[config.mk]
export PLATFORM = sky130hd
export DESIGN_NAME = logip_capture_ctrl_flat
export DESIGN_NICKNAME = d
export VERILOG_FILES = /design/src/rtl/logip_pkg.sv /design/src/rtl/logip_capture_ctrl_if.sv /design/src/rtl/logip_sat_cnt.sv /design/src/rtl/logip_capture_ctrl.sv /design/src/flat_wrapper.sv
export SDC_FILE = /design/constraint.sdc
export NUM_CORES = 1
export LEC_CHECK = 0
export BUFFER_PORTS_ARGS = -buffer_cell sky130_fd_sc_hd__buf_2
export CAP_MARGIN = 5
export CORE_UTILIZATION = 40
export CTS_CLUSTER_SIZE = 40
export DETAILED_ROUTE_END_ITERATION = 12
export GPL_ROUTABILITY_DRIVEN = 0
export HOLD_SLACK_MARGIN = 0.02
export PLACE_DENSITY_LB_ADDON = 0.08
export SETUP_SLACK_MARGIN = 0.05
export SLEW_MARGIN = 20
export SYNTH_ARGS = -nofsm -noshare
export SYNTH_HDL_FRONTEND = slang
export SYNTH_SLANG_ARGS = --single-unit
[constraint.sdc]
create_clock -name clk_i -period 5.4 [get_ports clk_i]
set_input_delay 0.27 -clock clk_i [delete_from_list [all_inputs] [get_ports clk_i]]
set_output_delay 0.27 -clock clk_i [all_outputs]
set_load 0.02 [all_outputs]
[src/rtl/logip_pkg.sv]
// Shared types and helpers for the logic-analyser capture controller.
package logip_pkg;

    localparam int unsigned CNT_WIDTH_DEF = 16;
    localparam int unsigned CMD_WIDTH     = 2 * CNT_WIDTH_DEF;
    localparam int unsigned EXP_WIDTH     = 64;

    typedef enum logic [2:0] {
        ST_IDLE    = 3'd0,
        ST_ARMED   = 3'd1,
        ST_POST    = 3'd2,
        ST_RD      = 3'd3,
        ST_TX_STB  = 3'd4,
        ST_TX_BUSY = 3'd5,
        ST_TX_WAIT = 3'd6
    } cap_state_e;

    // Sample count for a programmed field: (n+1)*4, computed wide so callers truncate safely.
    function automatic logic [EXP_WIDTH-1:0] expand_cnt(input logic [EXP_WIDTH-1:0] n);
        return (n + EXP_WIDTH'(1)) << 2;
    endfunction

endpackage

[src/rtl/logip_capture_ctrl_if.sv]
// Command, sampler, RAM and transmitter signals of the capture controller.
interface logip_capture_ctrl_if #(
    parameter int unsigned DEPTH     = 5,
    parameter int unsigned CNT_WIDTH = 16
);
    logic                     set_cnt_i;
    logic [2*CNT_WIDTH-1:0]   cmd_i;
    logic                     arm_i;
    logic                     abort_i;
    logic                     run_i;
    logic                     stb_i;
    logic                     we_o;
    logic [DEPTH-1:0]         addr_o;
    logic                     tx_rdy_i;
    logic                     tx_stb_o;
    logic                     tx_sel_o;
    logic                     busy_o;
    logic                     armed_o;
    logic                     done_o;

    modport master (
        output set_cnt_i, cmd_i, arm_i, abort_i, run_i, stb_i, tx_rdy_i,
        input  we_o, addr_o, tx_stb_o, tx_sel_o, busy_o, armed_o, done_o
    );

    modport slave (
        input  set_cnt_i, cmd_i, arm_i, abort_i, run_i, stb_i, tx_rdy_i,
        output we_o, addr_o, tx_stb_o, tx_sel_o, busy_o, armed_o, done_o
    );
endinterface

[src/rtl/logip_sat_cnt.sv]
// Up-counter that sticks at 2^DEPTH; tracks how much of the ring holds valid samples.
module logip_sat_cnt #(
    parameter int unsigned DEPTH = 5
) (
    input  logic           clk,
    input  logic           rst_n,
    input  logic           clr,
    input  logic           inc,
    output logic [DEPTH:0] count
);
    localparam int unsigned W = DEPTH + 1;

    // The top bit is only ever set at exactly 2^DEPTH, so it doubles as the full flag.
    always_ff @(posedge clk or negedge rst_n) begin
        if (!rst_n) begin
            count <= '0;
        end else if (clr) begin
            count <= '0;
        end else if (inc && !count[DEPTH]) begin
            count <= count + W'(1);
        end
    end
endmodule

[src/rtl/logip_capture_ctrl.sv]
// Capture controller: ring-buffer fill with pre/post trigger, then newest-first readout to the UART.
module logip_capture_ctrl
    import logip_pkg::*;
#(
    parameter int unsigned DEPTH     = 5,
    parameter int unsigned CNT_WIDTH = CNT_WIDTH_DEF
) (
    input  logic               clk_i,
    input  logic               rst_in,
    logip_capture_ctrl_if.slave bus
);
    localparam int unsigned CW = CNT_WIDTH + 3;
    localparam int unsigned FW = DEPTH + 1;

    cap_state_e           state;
    logic [DEPTH-1:0]     ptr;
    logic [CW-1:0]        cnt;
    logic [CW-1:0]        limit;
    logic [CNT_WIDTH-1:0] rd_cnt;
    logic [CNT_WIDTH-1:0] dly_cnt;
    logic [FW-1:0]        fill;

    logic [CW-1:0] post_len;
    logic [CW-1:0] rd_len;
    logic [CW-1:0] fill_ext;
    logic [CW-1:0] limit_nxt;
    logic          post_term;
    logic          rd_term;
    logic          wr;
    logic          fill_clr;

    assign post_len  = CW'(expand_cnt(EXP_WIDTH'(dly_cnt)));
    assign rd_len    = CW'(expand_cnt(EXP_WIDTH'(rd_cnt)));
    assign fill_ext  = CW'(fill);
    // Never read back more samples than were actually written since arming.
    assign limit_nxt = (rd_len < fill_ext) ? rd_len : fill_ext;

    assign post_term = (state == ST_POST) && (cnt == post_len);
    assign rd_term   = (state == ST_RD) && (cnt == limit);
    // The post-trigger terminal cycle takes precedence over a coincident sample.
    assign wr        = !bus.abort_i && bus.stb_i &&
                       ((state == ST_ARMED) || ((state == ST_POST) && !post_term));
    assign fill_clr  = (state == ST_IDLE) && bus.arm_i && !bus.abort_i;

    logip_sat_cnt #(.DEPTH(DEPTH)) u_fill (
        .clk   (clk_i),
        .rst_n (rst_in),
        .clr   (fill_clr),
        .inc   (wr),
        .count (fill)
    );

    assign bus.we_o     = wr;
    assign bus.addr_o   = ptr;
    assign bus.tx_stb_o = (state == ST_TX_STB) && !bus.abort_i;
    assign bus.done_o   = rd_term && !bus.abort_i;
    assign bus.tx_sel_o = (state == ST_RD) || (state == ST_TX_STB) ||
                          (state == ST_TX_BUSY) || (state == ST_TX_WAIT);
    assign bus.busy_o   = (state != ST_IDLE);
    assign bus.armed_o  = (state == ST_ARMED);

    // State machine and pointer/count datapath.
    always_ff @(posedge clk_i or negedge rst_in) begin
        if (!rst_in) begin
            state   <= ST_IDLE;
            ptr     <= '0;
            cnt     <= '0;
            limit   <= '0;
            rd_cnt  <= CNT_WIDTH'(1);
            dly_cnt <= CNT_WIDTH'(1);
        end else if (bus.abort_i) begin
            state <= ST_IDLE;
        end else begin
            case (state)
                ST_IDLE: begin
                    if (bus.set_cnt_i) begin
                        rd_cnt  <= bus.cmd_i[CNT_WIDTH-1:0];
                        dly_cnt <= bus.cmd_i[2*CNT_WIDTH-1:CNT_WIDTH];
                    end
                    if (bus.arm_i) begin
                        state <= ST_ARMED;
                    end
                end
                ST_ARMED: begin
                    if (bus.stb_i) begin
                        ptr <= ptr + DEPTH'(1);
                    end
                    if (bus.run_i) begin
                        state <= ST_POST;
                        cnt   <= '0;
                    end
                end
                ST_POST: begin
                    if (post_term) begin
                        state <= ST_RD;
                        ptr   <= ptr - DEPTH'(1);
                        cnt   <= '0;
                        limit <= limit_nxt;
                    end else begin
                        cnt <= cnt + CW'(1);
                        if (bus.stb_i) begin
                            ptr <= ptr + DEPTH'(1);
                        end
                    end
                end
                ST_RD: begin
                    state <= rd_term ? ST_IDLE : ST_TX_STB;
                end
                ST_TX_STB: begin
                    ptr   <= ptr - DEPTH'(1);
                    cnt   <= cnt + CW'(1);
                    state <= ST_TX_BUSY;
                end
                ST_TX_BUSY: begin
                    if (!bus.tx_rdy_i) begin
                        state <= ST_TX_WAIT;
                    end
                end
                ST_TX_WAIT: begin
                    if (bus.tx_rdy_i) begin
                        state <= ST_RD;
                    end
                end
                default: state <= ST_IDLE;
            endcase
        end
    end
endmodule

[src/flat_wrapper.sv]
// flat-port wrapper written by rule: the top's interface ports become plain ports
module logip_capture_ctrl_flat import logip_pkg::*;
#(
    parameter int unsigned DEPTH     = 5,
    parameter int unsigned CNT_WIDTH = CNT_WIDTH_DEF
)
  (clk_i, rst_in, bus_set_cnt_i, bus_cmd_i, bus_arm_i, bus_abort_i, bus_run_i, bus_stb_i, bus_tx_rdy_i, bus_we_o, bus_addr_o, bus_tx_stb_o, bus_tx_sel_o, bus_busy_o, bus_armed_o, bus_done_o);
  logip_capture_ctrl_if #(.DEPTH(DEPTH), .CNT_WIDTH(CNT_WIDTH)) bus_i ();
  input  logic clk_i;
  input  logic rst_in;
  input wire logic [$bits(bus_i.set_cnt_i)-1:0] bus_set_cnt_i;
  input wire logic [$bits(bus_i.cmd_i)-1:0] bus_cmd_i;
  input wire logic [$bits(bus_i.arm_i)-1:0] bus_arm_i;
  input wire logic [$bits(bus_i.abort_i)-1:0] bus_abort_i;
  input wire logic [$bits(bus_i.run_i)-1:0] bus_run_i;
  input wire logic [$bits(bus_i.stb_i)-1:0] bus_stb_i;
  input wire logic [$bits(bus_i.tx_rdy_i)-1:0] bus_tx_rdy_i;
  output wire logic [$bits(bus_i.we_o)-1:0] bus_we_o;
  output wire logic [$bits(bus_i.addr_o)-1:0] bus_addr_o;
  output wire logic [$bits(bus_i.tx_stb_o)-1:0] bus_tx_stb_o;
  output wire logic [$bits(bus_i.tx_sel_o)-1:0] bus_tx_sel_o;
  output wire logic [$bits(bus_i.busy_o)-1:0] bus_busy_o;
  output wire logic [$bits(bus_i.armed_o)-1:0] bus_armed_o;
  output wire logic [$bits(bus_i.done_o)-1:0] bus_done_o;
  assign bus_i.set_cnt_i = bus_set_cnt_i;
  assign bus_i.cmd_i = bus_cmd_i;
  assign bus_i.arm_i = bus_arm_i;
  assign bus_i.abort_i = bus_abort_i;
  assign bus_i.run_i = bus_run_i;
  assign bus_i.stb_i = bus_stb_i;
  assign bus_i.tx_rdy_i = bus_tx_rdy_i;
  assign bus_we_o = bus_i.we_o;
  assign bus_addr_o = bus_i.addr_o;
  assign bus_tx_stb_o = bus_i.tx_stb_o;
  assign bus_tx_sel_o = bus_i.tx_sel_o;
  assign bus_busy_o = bus_i.busy_o;
  assign bus_armed_o = bus_i.armed_o;
  assign bus_done_o = bus_i.done_o;
  logip_capture_ctrl #(.DEPTH(DEPTH), .CNT_WIDTH(CNT_WIDTH)) u_core (.clk_i(clk_i), .rst_in(rst_in), .bus(bus_i));
endmodule
==> results.yml <==
sta:
  rsz0062_at_grt: "no"
  skew_ns: 0.006544
  min_period_over_period_pct: 68.67
  setup_viol: 0
  slew_headroom_pct: 33.62
  setup_tns_ns: 0
  fmax_mhz: 269.7
  setup_ws_ns: 1.692
  finalHoldViolCount: 0
  drv_slew: 0
  finalCriticalPeriod_ns: 3.708
  tightest_slew_ns: 0.9832
finish:
  synthToLayoutAreaGrowth_pct: 13.24
  finish.net_count: 594
  fin_util_pct: 46.92
  regArea_um2: 2105
  drive_gt1_share_pct: 22.08
  diodes: 0
  multiInputGateArea_um2: 2749
  fill_cells: 1198
  fin_area_um2: 5683
yosys:
  synth_top_flop_cell: "dfrtp_1"
  synthTopCellsByCount: "dfrtp_1, nor2_1, xnor2_1, mux2_2, nand2_1"
  synth_edf_count: 0
  postSynthCellCount: 504
  syn_area_per_cell_um2: 9.957
  synth-seq-cells: 84
  yosys.cell_types.count: 63
  synthArstFlopShare_pct: 100.0
  syn_nets: 555
  synth_most_common_cell: "dfrtp_1"
  synthTopCellsByArea: "dfrtp_1, mux2_2, xnor2_1"
  mappedNetlistArea_um2: 5019
  seq_area_frac_synth_pct: 41.93
  yosysWarningCount: 0
  synth_top_area_share_pct: 40.89
  synth_area_leader_cell: "dfrtp_1"
worst_setup_path:
  crit_chain: "ha_1 > nand3_4 > or4_4 > o2bb2ai_1 > a2111o_1 > nor4_2 > o22ai_1 > nor2b_1 > buf_2"
  r2r_cells: 9
  cp-start-kind: "flop"
  cp_num_cells: 9
  cp_top_family: "simple AND/OR/NAND/NOR gates"
  slowest_stage: "dfstp_2"
  cp.required_ns: 5.13
  path_max_fanout: 7
  r2r-end: "u_core.cnt[16]"
  cp-startpoint: "u_core.dly_cnt[0]"
  max_stage_delay_ns: 0.57
  cp_data_arrival_time_ns: 3.44
  worst-path-buf-inv: 1
  crit_end: "bus_we_o"
  end_kind: "primary output"
  worstReg2RegStart: "u_core.dly_cnt[0]"
  r2r_slack_ns: 1.89
  crit_type: "reg -> out"
routing:
  vias: 3773
  drc: 0
  drt_iter0_markers: 188
  wl_met1_um: 5226
  vias_per_cell: 5.270
  routed-wl-met3_um: 315
  top_layer: "met4"
  wl_met2_um: 5276
  first_pass_iters: 4
  routed_wl_um: 10950
  wl_per_cell_um: 15.29
  drtAntennaViolNets: 0
cts:
  cts_resized: 0
  clock_tree.buffer_depth: 2
  clk_latency_ns: 0.34
  cts_tree: "done"
  root_buffer: "clkbuf_16"
  cts_buffers: 9
  clk_pin_slew_ns: 0.06
  cts.sinks: 84
  cts_htree_levels: 3
flow_run:
  max_cap_viol_count: 0
place:
  hpwl_um: 8067
  dpl_cell_area_um2: 5384
  port-buffer-count: 50
  place_ws_ns: 1.846
floorplanning:
  io_pins: 51
  die_h_um: 114.0
  start_util_pct: 41.44
  dieArea_um2: 13000
  die_x_um: 114.0
  rows: 40
  coreArea_um2: 12110
grt:
  grt_max_degree: 84
  grt_pass1_wl_um: 18270
  track_usage_pct: 18.26
  grt_pass1_vias: 3549
  grt_overflow: 0
  antenna_found_initial: 0
pwr:
  peakVddDrop_uv: 241.8
  p_per_area_nw_per_um2: 438.7
  power_leakage_nw: 2.494
status:
  status: "finished clean"
worst_hold_path:
  whs_path_depth: 2
  hold_path_class: "in -> reg"
-- metal layers --
layer  up-vias  global-route usage (%)
met5         -                       0
met4         0                   6.061
met3        12                   3.082
met2        49                   29.54
met1      1843                   24.87
li1       1869                       -
-- cell families after synthesis --
kind of cell / Yosys count / synth area share, %
and+or+nand+nor: 198 / 22.21
DFF: 84 / 41.93
xor gates and xnor gates: 64 / 11.17
adders and majority gates: 11 / 2.742
AOI/OAI and AO/OA: 60 / 8.153
muxes: 48 / 10.50
buffers and inverters: 39 / 3.291
-- state kept, by name (all words and copies together), names as in the netlist --
register and count:
u_core.bus.addr_o 5, u_core.cnt 19, u_core.dly_cnt 16, u_core.limit 19, u_core.rd_cnt 16, u_core.state 3, u_core.u_fill.count 6
-- where the power goes --
part | switching, W | internal (W) | total, W | leakage [nW]
clock network | 0.000246 | 0.000356 | 0.000602 | 0.139
logic | 0.000433 | 0.000415 | 0.000848 | 1.28
registers | 0.000248 | 0.000795 | 0.00104 | 1.07
-- how the worst min path moves through the flow --
stage               from                     end  slack, ns
2_1_floorplan     rst_in    u_core.bus.addr_o[0]      -0.03
5_1_grt        bus_arm_i  u_core.u_fill.count[5]       0.13
4_1_cts        bus_arm_i  u_core.u_fill.count[5]       0.14
3_5_place_dp      rst_in    u_core.bus.addr_o[4]       0.05
3_3_place_gp      rst_in    u_core.bus.addr_o[4]       0.05
6_report       bus_arm_i  u_core.u_fill.count[5]       0.15
-- repair_timing --
item,4_1_cts,5_1_grt
hold buffers,1,0
buffers inserted,0,0
hold endpoints to repair,1,0
-- stage by stage --
stage	hold WS (ns)	instances	power, W
global placement	0.05095	699	0.001886
detailed placement	0.05164	699	0.001910
finish	0.1468	716	0.002493
CTS	0.1354	716	0.002523
global route	0.1331	716	0.002683
floorplan	-0.02559	504	0.001672
-- layout by cell type (no fill, tap or decap), types with 5 or more instances in the layout --
master	count
dfrtp_1	82
buf_2	49
nor2_1	40
xnor2_1	38
mux2_2	37
nand2_1	33
xor2_1	26
nand3_1	19
nor2b_1	19
nand4_1	17
a21oi_1	15
inv_1	14
nor3_1	12
and3_1	12
o21ai_0	11
mux2i_1	11
ha_1	11
clkbuf_16	9
nor4_1	8
nand2b_1	7
o31ai_1	5
-- cell type report --
cell class,count,area share (%)
clock buffer,11,4.095
tap,168,3.699
multi-input combinational,381,48.37
inverter,14,0.9247
clock inverter,5,0.9247
timing repair buffer,53,4.954
sequential,84,37.03
No activity file was read; power rests on OpenSTA's default activity.
